[src/rtl/bus_a_sequencer_pkg.sv]
// Shared encodings for the bus-A sequencer: select codes, opcodes, ALU ops, FSM states.
// Also holds the state-to-control decode used for the registered outputs.
package bus_a_sequencer_pkg;

  localparam logic [2:0] SEL_AC   = 3'd0;
  localparam logic [2:0] SEL_AR   = 3'd1;
  localparam logic [2:0] SEL_PC   = 3'd2;
  localparam logic [2:0] SEL_DR   = 3'd3;
  localparam logic [2:0] SEL_TR   = 3'd4;
  localparam logic [2:0] SEL_ZERO = 3'd5;
  localparam logic [2:0] SEL_END  = 3'd6;

  localparam logic [3:0] OP_NOP  = 4'h0;
  localparam logic [3:0] OP_LDAC = 4'h1;
  localparam logic [3:0] OP_STAC = 4'h2;
  localparam logic [3:0] OP_ADD  = 4'h3;
  localparam logic [3:0] OP_JMP  = 4'h4;
  localparam logic [3:0] OP_MOVT = 4'h5;
  localparam logic [3:0] OP_HALT = 4'hF;

  localparam logic [1:0] ALU_PASS = 2'b00;
  localparam logic [1:0] ALU_ADD  = 2'b01;

  typedef enum logic [3:0] {
    StIdle, StF1, StF2, StDec, StAdr, StMr, StEx, StMw, StJmp, StMvt, StEnd, StFault
  } state_e;

  typedef struct packed {
    logic [2:0] sel;
    logic       ld_ac;
    logic       ld_ar;
    logic       ld_pc;
    logic       ld_tr;
    logic       mem_rd;
    logic       mem_wr;
    logic [1:0] alu_op;
    logic       halted;
    logic       fault;
  } ctrl_t;

  // Moore decode; ld_dr and inc_pc are excluded because they depend on mem_ready.
  function automatic ctrl_t decode_ctrl(input state_e s, input logic [3:0] op);
    ctrl_t c;
    c        = '0;
    c.sel    = SEL_ZERO;
    c.alu_op = ALU_PASS;
    unique case (s)
      StF1:    begin c.sel = SEL_PC;  c.ld_ar  = 1'b1; end
      StF2:    begin c.sel = SEL_AR;  c.mem_rd = 1'b1; end
      StAdr:   begin c.sel = SEL_DR;  c.ld_ar  = 1'b1; end
      StMr:    begin c.sel = SEL_AR;  c.mem_rd = 1'b1; end
      StEx: begin
        c.sel    = SEL_DR;
        c.ld_ac  = 1'b1;
        c.alu_op = (op == OP_ADD) ? ALU_ADD : ALU_PASS;
      end
      StMw:    begin c.sel = SEL_AC;  c.mem_wr = 1'b1; end
      StJmp:   begin c.sel = SEL_DR;  c.ld_pc  = 1'b1; end
      StMvt:   begin c.sel = SEL_AC;  c.ld_tr  = 1'b1; end
      StEnd:   begin c.sel = SEL_END; c.halted = 1'b1; end
      StFault: begin c.sel = SEL_END; c.fault  = 1'b1; end
      default: ;
    endcase
    return c;
  endfunction

endpackage

[src/rtl/bus_a_sequencer_mem_wait_timer.sv]
// Counts cycles a memory request has waited; flags timeout on the last allowed cycle.
module bus_a_sequencer_mem_wait_timer #(
  parameter int unsigned MEM_TIMEOUT = 15
) (
  input  logic clk_i,
  input  logic rst_ni,
  input  logic active_i,
  input  logic mem_ready_i,
  output logic timeout_o
);

  logic [7:0] cnt_q, cnt_d;

  // Held at zero outside wait states, so every wait state starts from a clean count.
  always_comb begin
    cnt_d = cnt_q;
    if (!active_i) begin
      cnt_d = '0;
    end else if (!mem_ready_i) begin
      cnt_d = cnt_q + 8'd1;
    end
  end

  assign timeout_o = active_i && !mem_ready_i && (cnt_q == 8'(MEM_TIMEOUT - 1));

  always_ff @(posedge clk_i) begin
    if (!rst_ni) begin
      cnt_q <= '0;
    end else begin
      cnt_q <= cnt_d;
    end
  end

endmodule

[src/rtl/bus_a_sequencer.sv]
// Fetch/decode/execute control FSM driving the bus-A select and register/memory strobes.
module bus_a_sequencer
  import bus_a_sequencer_pkg::*;
#(
  parameter int unsigned DATA_W      = 16,
  parameter int unsigned MEM_TIMEOUT = 15
) (
  input  logic       clk,
  input  logic       rst_n,
  input  logic       start,
  input  logic [3:0] opcode,
  input  logic       mem_ready,
  output logic [2:0] busa_sel,
  output logic       ld_ac,
  output logic       ld_ar,
  output logic       ld_pc,
  output logic       ld_dr,
  output logic       ld_tr,
  output logic       inc_pc,
  output logic       mem_rd,
  output logic       mem_wr,
  output logic [1:0] alu_op,
  output logic       halted,
  output logic       fault
);

  if (DATA_W < 4 || MEM_TIMEOUT < 1 || MEM_TIMEOUT > 255) begin : g_param_check
    $error("bus_a_sequencer: DATA_W must be >= 4 and MEM_TIMEOUT within 1..255");
  end

  state_e     state_q, state_d;
  logic [3:0] op_q;
  ctrl_t      ctrl_q;
  logic       wait_active;
  logic       timeout;

  assign wait_active = (state_q == StF2) || (state_q == StMr) || (state_q == StMw);

  bus_a_sequencer_mem_wait_timer #(
    .MEM_TIMEOUT(MEM_TIMEOUT)
  ) u_mem_wait_timer (
    .clk_i       (clk),
    .rst_ni      (rst_n),
    .active_i    (wait_active),
    .mem_ready_i (mem_ready),
    .timeout_o   (timeout)
  );

  always_comb begin
    state_d = state_q;
    unique case (state_q)
      StIdle: if (start) state_d = StF1;
      StF1:   state_d = StF2;
      StF2: begin
        if (mem_ready)    state_d = StDec;
        else if (timeout) state_d = StFault;
      end
      StDec: begin
        case (opcode)
          OP_NOP:                  state_d = StF1;
          OP_LDAC, OP_STAC, OP_ADD: state_d = StAdr;
          OP_JMP:                  state_d = StJmp;
          OP_MOVT:                 state_d = StMvt;
          OP_HALT:                 state_d = StEnd;
          default:                 state_d = StFault;
        endcase
      end
      StAdr:  state_d = (op_q == OP_STAC) ? StMw : StMr;
      StMr: begin
        if (mem_ready)    state_d = StEx;
        else if (timeout) state_d = StFault;
      end
      StEx:   state_d = StF1;
      StMw: begin
        if (mem_ready)    state_d = StF1;
        else if (timeout) state_d = StFault;
      end
      StJmp, StMvt:    state_d = StF1;
      StEnd, StFault:  state_d = state_q;
      default:         state_d = StIdle;
    endcase
  end

  // Outputs are registered from the next state so they line up with state_q.
  always_ff @(posedge clk) begin
    if (!rst_n) begin
      state_q <= StIdle;
      op_q    <= '0;
      ctrl_q  <= decode_ctrl(StIdle, 4'h0);
    end else begin
      state_q <= state_d;
      if (state_q == StDec) op_q <= opcode;
      ctrl_q  <= decode_ctrl(state_d, op_q);
    end
  end

  assign busa_sel = ctrl_q.sel;
  assign ld_ac    = ctrl_q.ld_ac;
  assign ld_ar    = ctrl_q.ld_ar;
  assign ld_pc    = ctrl_q.ld_pc;
  assign ld_tr    = ctrl_q.ld_tr;
  assign mem_rd   = ctrl_q.mem_rd;
  assign mem_wr   = ctrl_q.mem_wr;
  assign alu_op   = ctrl_q.alu_op;
  assign halted   = ctrl_q.halted;
  assign fault    = ctrl_q.fault;
  assign ld_dr    = mem_ready && ((state_q == StF2) || (state_q == StMr));
  assign inc_pc   = mem_ready && (state_q == StF2);

endmodule
[config.mk]
export PLATFORM = sky130hd
export DESIGN_NAME = bus_a_sequencer
export DESIGN_NICKNAME = d
export VERILOG_FILES = /design/src/rtl/bus_a_sequencer_pkg.sv /design/src/rtl/bus_a_sequencer_mem_wait_timer.sv /design/src/rtl/bus_a_sequencer.sv
export SDC_FILE = /design/constraint.sdc
export NUM_CORES = 1
export LEC_CHECK = 0
export BUFFER_PORTS_ARGS = -buffer_cell sky130_fd_sc_hd__buf_4
export CAP_MARGIN = 20
export CORE_MARGIN = 3
export CORE_UTILIZATION = 40
export DETAILED_ROUTE_END_ITERATION = 8
export MAX_ROUTING_LAYER = met4
export PLACE_DENSITY = 0.61
export SYNTH_ARGS = -nofsm -noshare
export SYNTH_HDL_FRONTEND = slang
export SYNTH_HIERARCHICAL = 1
export SYNTH_SLANG_ARGS = --single-unit
[constraint.sdc]
create_clock -name clk -period 4.1 [get_ports clk]
set_clock_uncertainty 0.05 [all_clocks]
set_input_delay 0.41 -clock clk [delete_from_list [all_inputs] [get_ports clk]]
set_output_delay 0.41 -clock clk [all_outputs]
set_load 0.005 [all_outputs]
* Yosys cells after proc, flatten, opt, wreduce, memory -nomap -nowiden *
Cells that the tools add are included.

storage, ports and cells
  register bits after elaboration = 29
  bits in latches = 0
  RAM bits = 0
  memory bits (read-only) = 0
  input port bits = 8
  output and inout bits = 15
  word-level logic and storage cells = 81
  memories kept = 0

cells by class
  add/subtract/negate cells = 1
  multiply operators = 0
  divide/modulo/power cells = 0
  magnitude comparators = 0
  equal/unequal tests = 30
  shifts and indexed selects = 0
  muxes and demuxes = 18
  bitwise gates (word level) = 0
  reduce and logical (&&, ||, !) cells = 19

operators with widths
  kind                                            count
  == test 4 x 3 -> 1 bit (second input constant)  10
  == test 4 bit (second input constant)           9
  case mux 4 bit (9 select lines)                 1
  == test 4 x 2 -> 1 bit (second input constant)  7
  two-way mux 4 bit                               5
  case mux 4 bit (5 select lines)                 1
  case mux 3 bit (5 select lines)                 1
  == test 4 x 1 -> 1 bit (second input constant)  3
  OR reduction 2 bit                              5
  two-way mux 1 bit                               9
  OR reduction 3 bit                              3
  adder 8 x 1 -> 8 bit (second input constant)    1
  == test 8 x 4 -> 1 bit (second input constant)  1
  logical NOT 4 bit                               2
  logical AND 1 bit                               4
  AND reduction 2 bit                             2
  logical OR 1 bit                                2
  two-way mux 2 bit                               1
  logical NOT 1 bit                               1

* Longest topological paths before layout *
Gate-level depths: netlist (run 1).

  depth after elaboration = 11
  gate-level depth with buffers = 12
  depth with buffers taken out = 11

* Hierarchy *
Netlist (run 1), hierarchy kept.

by module, submodules not included
  module                          times used  cells each  area an instance (um^2)  sequential area each (um^2)
  bus_a_sequencer                 1           116         1,042.2                  400.4
  bus_a_sequencer_mem_wait_timer  1           43          385.4                    160.2

* Least setup slack after synthesis (run 1) *
OpenSTA, ideal clock, no wires.

  path kind = flip-flop to flip-flop
  from = reg state_q[1]
  to = reg ctrl_q, in the netlist ld_ar
  setup time = 0.115 ns
  arrival = 2.316 ns
  required time = 3.935 ns
  setup slack = 1.619 ns
  cell stages (with the launch flop) = 12
  buffers on the path = 1
  period minus slack after synthesis = 2.481 ns
  path through = dfxtp_1 -> buf_6 -> or3b_4 -> a21oi_1 -> nand3_1 -> nor2_1 -> or3b_1 -> a21oi_1 -> a21oi_1 -> and2_1 -> nor3b_1 -> o21a_1

between the ends
  longest elaborated chain between the ends = 11
  elaborated cells between the ends (all ways) = 28
  those cells by class = eq/ne: 13; mux: 7; reduce/logical: 8

ends and longest elaborated chain
  what                                                              line                                                                 source
  from (decl)                                                       bus_a_sequencer.sv:31                                                state_e state_q, state_d;
  from (signal assigned)                                            bus_a_sequencer.sv:87                                                state_q <= StIdle;
  from (signal assigned)                                            bus_a_sequencer.sv:91                                                state_q <= state_d;
  == test 4 x 2 -> 1 bit or == test 4 x 3 -> 1 bit (tied branches)  bus_a_sequencer.sv:37                                                assign wait_active = (state_q == StF2) || (state_q == StMr) || (state_q == StMw);
  logical OR 1 bit                                                  bus_a_sequencer.sv:37
  logical OR 1 bit (*)                                              bus_a_sequencer.sv:37
  net wait_active                                                   bus_a_sequencer.sv:34                                                logic wait_active;
  logical AND 1 bit (*) (2 in a row)                                bus_a_sequencer_mem_wait_timer.sv:24                                 assign timeout_o = active_i && !mem_ready_i && (cnt_q == 8'(MEM_TIMEOUT - 1));
  net timeout                                                       bus_a_sequencer.sv:35                                                logic timeout;
  two-way mux 4 bit (*)                                             bus_a_sequencer.sv:56, bus_a_sequencer.sv:71, bus_a_sequencer.sv:76
  two-way mux 4 bit, on equally long branches                       bus_a_sequencer.sv:75, bus_a_sequencer.sv:55, bus_a_sequencer.sv:70
  case mux 4 bit (9 select lines) (*)                               bus_a_sequencer.sv:51                                                unique case (state_q)
  == test 4 x 3 -> 1 bit or == test 4 x 1 -> 1 bit (tied branches)  bus_a_sequencer_pkg.sv:47                                            unique case (s)
  OR reduction 2 bit (no line) (*)                                  n/a
  two-way mux 1 bit (*)                                             bus_a_sequencer_pkg.sv:47
  to (signal assigned)                                              bus_a_sequencer.sv:89                                                ctrl_q <= decode_ctrl(StIdle, 4'h0);
  to (signal assigned)                                              bus_a_sequencer.sv:93                                                ctrl_q <= decode_ctrl(state_d, op_q);
  to (decl)                                                         bus_a_sequencer.sv:33                                                ctrl_t ctrl_q;

Mark *: on every way through the listed nets, which the timed path passes. The rest lies on a longest branch.
A chain may end at the register's enable or synchronous reset.

* Worst setup path after layout (run 1) *
Same ends and word-level chain as after synthesis.

==> reports/qor.yml, run 1 <==
status: "complete, no violations"
first_global_vias: 1096
root_buffer: "clkbuf_4"
setup.worst_path.start: "state_q[1]$_SDFF_PN0_"
drt_iter0_markers: 53
fin_setup_tns_ps: 0
avgSynthCellArea_sq_um: 8.98
grt_overflow_total: 0
p_per_area_mw_per_mm2: 355
synth-simple-area-share_pct: 30.0
ys_warn_count: 6
antenna_found_initial: 0
hold_class: "in2reg"
worst_ep_arrival_time_ps: 3060
cts_tree: "yes"
hold_start: "rst_n"
clkLatencyLatePin_ps: 330
synth_top_area_cell: "dfxtp_1"
diodes: 0
crit_required_ps: 4290
cap_violations: 0
drive_gt1_share_pct: 18.9
fillers: 324
max_freq_ghz: 0.348
critPathKind: "reg2reg"
grt_setup_unrepaired: "false"
die_w_microns: 65.7
r2r_slack_ps: 1230
vias: 1172
synthArstFlopShare_pct: 0
drt-vias-per-instance: 5.30
cts_buffers: 3
core-area_sq_mm: 0.00339
synth_compound_area_share_pct: 16.5
numClockSinks: 28
synth_top_area_share_pct: 39.3
syn_inst: 159
h-tree-depth: 1
finalHoldViolCount: 0
num_io_pins: 23
setup-violations-final: 0
yosys_most_used_dff: "dfxtp_1"
most-common-layout-cells: "dfxtp_1, buf_4, nor2_1, nor2b_1"
synth_area_leaders: "dfxtp_1, nor2b_1, mux2i_1"
leakage_nw: 0.672
reg2reg_depth: 10
ys_ff_latch: 28
die_h_microns: 65.7
synth_fa_ha_area_share_pct: 1.75
gp_congestion: 0.812
wl_per_cell_microns: 12.8
synth-seq-area-share_pct: 39.3
cp_max_fo: 10
synth_nets: 169
grt_max_degree: 17
io_buffers: 21
power_mw: 0.581
ant_nets: 0
finalCritPeriodShare_pct: 70.0
holdPathEnd: "busa_sel[0]$_SDFF_PN1_"
cp-start-kind: "flip-flop"
ys_types: 52
grt_use_total_pct: 14.4
multiInputGateArea_sq_um: 787
wl_microns: 2840
firstDrtPassIters: 4
synth_top_family_by_area: "simple AND/OR/NAND/NOR gates"
nNetsFinal: 186
ctsResizeCount: 0
synth_xor_area_share_pct: 2.45
rows: 21
cts_buffer_depth: 2
regToRegEndpoint: "ld_ar$_SDFF_PN0_"
cp-end-kind: "flip-flop"
dieArea_sq_mm: 0.00432
layout_setup_ws_ps: 1230
ff_latch_area_sq_um: 561
final_common_cell: "dfxtp_1"
synthMuxAreaShare_pct: 4.21
syn_to_final_growth_pct: 14.7
peakVddDrop_uv: 155
grt_pass1_wl_microns: 4820
floorplan.initialDensity_pct: 42.1
dpl.hpwl_microns: 2110
cts_post_setup_buffers_inserted: 0
clk_pin_slew_worst_paths_ps: 150
r2r_start: "state_q[1]$_SDFF_PN0_"
drc_errors: 0
synth_edf_count: 0
hold_path_depth: 2
timing.final.crit_period_ps: 2870
slew_violations: 0
synth_area_sq_mm: 0.00143
hold_buffers: 0
pre_cts_ws_ps: 1300
-- power by group --
group          leakage, nW  internal, mW  switching (mW)
registers            0.227         0.286          0.0121
logic                0.417        0.0487          0.0550
clock network       0.0279        0.0989          0.0812
-- sequential cells by signal, indices dropped and copies added (netlist names) --
signal / count
u_mem_wait_timer/cnt_q: 8
op_q: 4
state_q: 4
busa_sel: 3
alu_op: 1
fault: 1
halted: 1
ld_ac: 1
ld_ar: 1
ld_pc: 1
ld_tr: 1
mem_rd: 1
mem_wr: 1
-- per-layer routing --
layer | global-route usage [%] | vias to the layer above | wire, microns
met5 | - | - | 0
met3 | 2.05 | 5 | 72
met4 | 6.22 | 0 | 49
met2 | 24.3 | 17 | 1410
met1 | 16.9 | 547 | 1300
li1 | - | 603 | -
-- cells in the mapped netlist, drive strengths merged (2+ instances only) --
cell type	instances
xor2	3
nor4	3
nor3b	3
nor2	12
nand2b	2
and3	5
o21a	2
or3	3
ha	2
o211ai	2
nor2b	10
nand3	6
dfxtp	28
mux2i	6
o211a	3
nand2	6
o21ai	11
a21oi	9
nor3	5
nand4b	4
buf	8
inv	5
or3b	2
-- final cells by class --
type	count	area share, %
Timing Repair Buffer	21	9.63
Clock buffer	3	1.38
Multi-Input combinational cell	116	48.1
Tap cell	46	3.51
Sequential cell	28	34.2
Clock inverter	1	1.83
Inverter	6	1.38
-- kinds of logic (layout without fill, tap and decap cells) --
| family | after synthesis | after routing |
|---|---|---|
| AO/OA/AOI/OAI | 36 | 36 |
| AND/OR/NAND/NOR | 67 | 67 |
| multiplexers | 6 | 6 |
| buffers and inverters | 15 | 31 |
| adder cells (fa/ha/maj) | 2 | 2 |
| other | 1 | 1 |
| XOR/XNOR | 4 | 4 |
| flip-flops | 28 | 28 |
-- worst max-delay path by stage --
stage,depth (start not counted),to,slack (ps)
6_report,10,ld_ar$_SDFF_PN0_,1230
3_5_place_dp,10,ld_ar$_SDFF_PN0_,1300
4_1_cts,10,ld_ar$_SDFF_PN0_,1260
2_1_floorplan,11,ld_ar$_SDFF_PN0_,1620
5_1_grt,10,ld_ar$_SDFF_PN0_,1030
3_3_place_gp,10,ld_ar$_SDFF_PN0_,1360
-- metrics by stage --
stage	std cells	hold WS, ps	cell area (sq um)	util [%]
after detailed placement	217	432	1590	46.8
after floorplan	159	402	1430	-
final	221	317	1640	48.3
after CTS	221	315	1640	48.3
after global placement	217	414	1590	46.8
after global routing	221	313	1640	48.3
-- critical path, stage by stage, from the launching register on --
cell,delay [ps]
dfxtp_1,520
or3b_4,450
a21oi_1,180
nand3_1,90
nor2_1,270
or3b_1,380
a21oi_1,190
a21oi_1,100
and2_1,220
nor3b_1,140
o21a_1,190
(Power assumes the default switching activity.)
==> run 2, diff against run 1 <==
- clock period: 4.1 -> 2.9 ns (I/O delays scaled with it)
==> run 2 against run 1 <==
Combinational power is 63% higher. Non-clock buffer count is 4 higher. Die area stayed put. Global-route usage is 0.53 points higher. Sequential share of layout area is 0.29 points lower. Largest cell class unchanged.
==> reports/qor.yml, run 2 (synthesis gave the netlist of run 1 again) <==
setup.worst_path.start: "state_q[0]$_SDFF_PN0_"
peakVddDrop_uv: 367  # +140%
status: "complete, no violations"
multiInputGateArea_sq_um: 787  # unchanged
rows: 21  # unchanged
most-common-layout-cells: "dfxtp_1, buf_4, nor2_1, nor2b_1"
vias: 1175  # +0.26%
antenna_found_initial: 0  # unchanged
num_io_pins: 23  # unchanged
drt-vias-per-instance: 5.22  # -1.5%
cp_max_fo: 5  # -5
numClockSinks: 28  # unchanged
ff_latch_area_sq_um: 561  # unchanged
h-tree-depth: 1  # unchanged
crit_required_ps: 3080  # -1210 ps
syn_to_final_growth_pct: 15.7
r2r_start: "state_q[0]$_SDFF_PN0_"
hold_slack_ps: 207  # -110 ps
placedInstanceArea_sq_mm: 0.00162  # +1.9%
final_common_cell: "dfxtp_1"
slew_violations: 0  # unchanged
p_per_area_mw_per_mm2: 463  # +31%
firstDrtPassIters: 4  # unchanged
dpl.hpwl_microns: 2180  # +3.1%
reg_top3: "u_mem_wait_timer/cnt_q (8), op_q (4), state_q (4)"
cap_violations: 0  # unchanged
grt_overflow_total: 0  # unchanged
wl_microns: 2950  # +4.1%
core-area_sq_mm: 0.00339  # unchanged
fillers: 342  # +5.6%
finalCritPeriodShare_pct: 91.2  # +21 points
critical-path-slowest-cell: "or3b_4"
final_core_util_pct: 48.7  # +0.41 points
hold_start: "rst_n"
wl_per_cell_microns: 13.1  # +2.3%
worstPathCellList: "or3b_4 > a21oi_1 > nand3_1 > nor2_1 > or3b_1 > a21oi_1 > a21oi_1 > and2_1 > nor3b_1 > o21a_1"
fin_setup_tns_ps: 0  # unchanged
dieArea_sq_mm: 0.00432  # unchanged
cts_buffer_depth: 2  # unchanged
drt_iter0_markers: 52  # -1.9%
clkLatencyLatePin_ps: 320  # about the same
grt_setup_unrepaired: "false"
drive_gt1_share_pct: 20.7  # +1.8 points
timing.final.crit_period_ps: 2640  # -226 ps
path_common_cell: "a21oi_1"
netSwitchingFraction_pct: 27.1  # +1.6 points
cts_tree: "yes"
grt_pass1_wl_microns: 5020  # +4.2%
p_comb_share_pct: 22.0  # +4.2 points
grt_use_total_pct: 14.9  # +0.53 points
hold_buffers: 0  # unchanged
ant_nets: 0  # unchanged
largest_register: "u_mem_wait_timer/cnt_q"
die_w_microns: 65.7  # unchanged
critPathKind: "reg2reg"
setup-violations-final: 0  # unchanged
cp-end-kind: "flip-flop"
first_global_vias: 1136  # +3.6%
largest_reg_flops: 8  # unchanged
diodes: 0  # unchanged
finalHoldViolCount: 0  # unchanged
clk_pin_slew_worst_paths_ps: 140  # about the same
power.internal_mw: 0.558  # +29%
drc_errors: 0  # unchanged
die_h_microns: 65.7  # unchanged
fin_area_sq_mm: 0.00165  # +0.84%
root_buffer: "clkbuf_4"
leakage_nw: 0.685  # +2.0%
cp-start-kind: "flip-flop"
cts_post_setup_buffers_inserted: 0  # unchanged
power.switching_mw: 0.207  # +40%
ctsResizeCount: 0  # unchanged
cts_buffers: 3  # unchanged
worst_ep_arrival_time_ps: 2830  # -230 ps
hold_class: "in2reg"
pwr-share-seq_pct: 53.9  # +2.7 points
p_clk_share_pct: 24.1  # -6.9 points
io_buffers: 21  # unchanged
grt_max_degree: 17  # unchanged
gp_congestion: 0.868  # +6.8%
nNetsFinal: 190  # +2.2%
cp_slowest_stage_delay_ps: 420  # -100 ps
max_freq_ghz: 0.378  # +8.5%
floorplan.initialDensity_pct: 42.1  # unchanged
[run 2: cell types whose count changed in the layout (fill, tap and decap cells not counted), sizes merged]
| cell | previous run | this run |
|---|---|---|
| buf | 21 | 25 |
| bufinv | 1 | 0 |
| clkbuf | 3 | 4 |
[run 2: layout make-up]
type | count | area share [%]
Multi-Input combinational cell | 116 | 47.7
Clock buffer | 4 | 2.20
Sequential cell | 28 | 33.9
Timing Repair Buffer | 25 | 11.4
Inverter | 6 | 1.36
Tap cell | 46 | 3.48
[run 2: layer usage]
layer / part of all wire [%] / routed length, microns / global-route usage (%)
met1: 45 / 1340 / 17.5
met2: 51 / 1510 / 26.3
met3: 3.1 / 92 / 3.59
met4: 0.41 / 12 / 2.07
met5: 0 / 0 / -
[run 2: power groups by stage]
stage | combinational [mW] | sequential, mW | clock (mW)
2_1_floorplan | 0.113 | 0.420 | 0
3_3_place_gp | 0.166 | 0.420 | 0
3_5_place_dp | 0.167 | 0.420 | 0
4_1_cts | 0.169 | 0.412 | 0.195
5_1_grt | 0.187 | 0.414 | 0.212
6_report | 0.169 | 0.412 | 0.185
[run 2: path summary, 6_finish.rpt]
check / slack, ps / cells past startpoint / to
worst max register to register: 260 / 10 / ld_ar$_SDFF_PN0_
worst max-delay path: 260 / 10 / ld_ar$_SDFF_PN0_
worst min register to register: 460 / 2 / u_mem_wait_timer/cnt_q[7]$_SDFFE_PN0N_
worst min-delay path: 210 / 2 / busa_sel[2]$_SDFF_PN1_
[run 2: worst max-delay path, delay by kind of cell, from the launching register on]
family | cells | cell delay (ps)
AOI/OAI and AO/OA | 4 | 690
DFF | 1 | 340
and+or+nand+nor | 6 | 1500
[run 2: stage by stage]
| stage | worst slack [ps] | instances | total power, mW |
|---|---|---|---|
| floorplan | 419 | 159 | 0.534 |
| global placement | 379 | 221 | 0.585 |
| detailed placement | 292 | 221 | 0.587 |
| CTS | 261 | 225 | 0.775 |
| global route | 45.0 | 225 | 0.813 |
| finish | 256 | 225 | 0.765 |
==> run 3, diff against run 2 <==
- CELL_PAD_IN_SITES_DETAIL_PLACEMENT: not set -> 0
- CELL_PAD_IN_SITES_GLOBAL_PLACEMENT: not set -> 2
- CORE_UTILIZATION: 40 -> 33
- PLACE_DENSITY: 0.61 -> 0.78
==> run 3 against run 2 <==
Sequential power barely moved. Global-route usage fell by 1.2 points. Utilization fell by 7.1 points. Worst setup slack got worse by 44 ps. Register-to-register slack got worse by 40 ps. Combinational power barely moved. First-iteration DRC count fell by 21%. Power rose by 16%. Non-clock buffer count rose by 1. Die area rose by 19%. Via count rose by 2.2%. Maximum frequency fell by 1.6%. Critical path type unchanged.
==> reports/qor.yml, run 3 (synthesis gave the netlist of run 1 again) <==
first_global_vias: 1246  # +9.7%
cts_buffer_depth: 2  # unchanged
dpl.hpwl_microns: 2380  # +9.4%
hold_class: "in2reg"
floorplan.initialDensity_pct: 34.9  # -7.2 points
most-common-layout-cells: "dfxtp_1, buf_4, nor2_1, nor2b_1"
critPathKind: "reg2reg"
worst-path-buf-inv: 0  # unchanged
worstPathCellList: "or3b_4 > a21oi_1 > nand3_1 > nor2_1 > or3b_1 > a21oi_1 > a21oi_1 > and2_1 > nor3b_1 > o21a_1"
cp-start-kind: "flip-flop"
timing.final.crit_period_ps: 2690  # +44.2 ps
grt_setup_unrepaired: "false"
io_buffers: 21  # unchanged
wl_microns: 3200  # +8.4%
ctsResizeCount: 0  # unchanged
cts_buffers: 3  # unchanged
finalCritPeriodShare_pct: 92.7  # +1.5 points
grt_use_total_pct: 13.8  # -1.2 points
drc_errors: 0  # unchanged
fin_setup_tns_ps: 0  # unchanged
largest_reg_flops: 8  # unchanged
dp_cells: 226  # +2.3%
clk_pin_slew_worst_paths_ps: 100  # -40 ps
drive_gt1_share_pct: 21.1  # +0.44 points
status: "complete, no violations"
drt_iter0_markers: 41  # -21%
setup-violations-final: 0  # unchanged
clkLatencyLatePin_ps: 270  # -50 ps
grt_max_degree: 17  # unchanged
h-tree-depth: 1  # unchanged
syn_to_final_growth_pct: 19.0
antenna_found_initial: 0  # unchanged
grt_overflow_total: 0  # unchanged
diodes: 0  # unchanged
largest_register: "u_mem_wait_timer/cnt_q"
cap_violations: 0  # unchanged
leakage_nw: 0.706  # +2.9%
dieArea_sq_mm: 0.00515  # +19%
num_io_pins: 23  # unchanged
path_delay_family: "simple AND/OR/NAND/NOR gates"
cp-end-kind: "flip-flop"
worst_ep_arrival_time_ps: 2810  # -20 ps
final_common_cell: "dfxtp_1"
finalHoldViolCount: 0  # unchanged
rows: 23  # +9.5%
grt_pass1_wl_microns: 5550  # +11%
power_mw: 0.890  # +16%
reg_top3: "u_mem_wait_timer/cnt_q (8), op_q (4), state_q (4)"
wl_per_cell_microns: 13.9  # +6.0%
p_per_area_mw_per_mm2: 524  # +13%
cts_tree: "yes"
critical-path-slowest-cell: "or3b_4"
core-area_sq_mm: 0.00409  # +21%
path_common_cell: "a21oi_1"
max_freq_ghz: 0.372  # -1.6%
drt-vias-per-instance: 5.22  # about the same
gp_congestion: 0.829  # -4.5%
peakVddDrop_uv: 187  # -49%
tightest_slew_ps: 526
cp_slowest_stage_delay_ps: 420  # about the same
vias: 1201  # +2.2%
ant_nets: 0  # unchanged
root_buffer: "clkbuf_8"
crit_required_ps: 3030  # -50 ps
cp_max_fo: 5  # unchanged
die_h_microns: 71.8  # +9.2%
slew_headroom_pct: 64.9
instances_no_fill: 230  # +2.2%
cts_post_setup_buffers_inserted: 0  # unchanged
nNetsFinal: 191  # +0.53%
numClockSinks: 28  # unchanged
hold_buffers: 0  # unchanged
slew_violations: 0  # unchanged
die_w_microns: 71.8  # +9.2%
firstDrtPassIters: 4  # unchanged
-- run 3: path summary, 6_finish.rpt --
check | from | to | depth (start not counted) | slack (ps)
setup / recovery | state_q[0]$_SDFF_PN0_ | ld_ar$_SDFF_PN0_ | 10 | 210
hold / removal | opcode[0] | op_q[0]$_SDFFE_PN0P_ | 3 | 260
hold reg to reg | u_mem_wait_timer/cnt_q[7]$_SDFFE_PN0N_ | u_mem_wait_timer/cnt_q[7]$_SDFFE_PN0N_ | 2 | 450
setup reg to reg | state_q[0]$_SDFF_PN0_ | ld_ar$_SDFF_PN0_ | 10 | 210
-- run 3: metrics by stage --
step           hold slack, ps  utilization, %  setup slack (ps)  area, sq um
2_1_floorplan             379               -               419         1430
3_3_place_gp              418            39.8               354         1630
3_5_place_dp              428            39.8               253         1630
4_1_cts                   262            41.6               220         1700
5_1_grt                   274            41.6              8.24         1700
6_report                  260            41.6               212         1700
-- run 3: layout make-up --
| class | count | area, sq um |
|---|---|---|
| clock inverters | 1 | 30.0 |
| well taps | 50 | 62.6 |
| multi-input cells | 116 | 787 |
| clock buffers | 3 | 41.3 |
| repair buffers | 26 | 195 |
| inverters | 6 | 22.5 |
| fillers | 430 | 2390 |
| flip-flops and latches | 28 | 561 |
-- run 3: where the power goes --
| part | switching, mW | internal [mW] |
|---|---|---|
| registers | 0.00738 | 0.403 |
| clock network | 0.123 | 0.185 |
| logic | 0.0936 | 0.0782 |
| total | 0.224 | 0.666 |
-- run 3: worst min-delay path, delay by kind of cell --
| kind | cells | cell delay, ps |
|---|---|---|
| mux | 1 | 70 |
| buf+inv | 1 | 110 |
| simple gates | 1 | 90 |
-- run 3: layer usage --
| metal | global-route usage, % | vias to the layer above | part of all wire (%) |
|---|---|---|---|
| met5 | - | - | 0 |
| met4 | 4.18 | 0 | 1.2 |
| met3 | 2.24 | 4 | 2.1 |
| met2 | 25.2 | 18 | 50 |
| met1 | 15.1 | 566 | 46 |
| li1 | - | 613 | - |
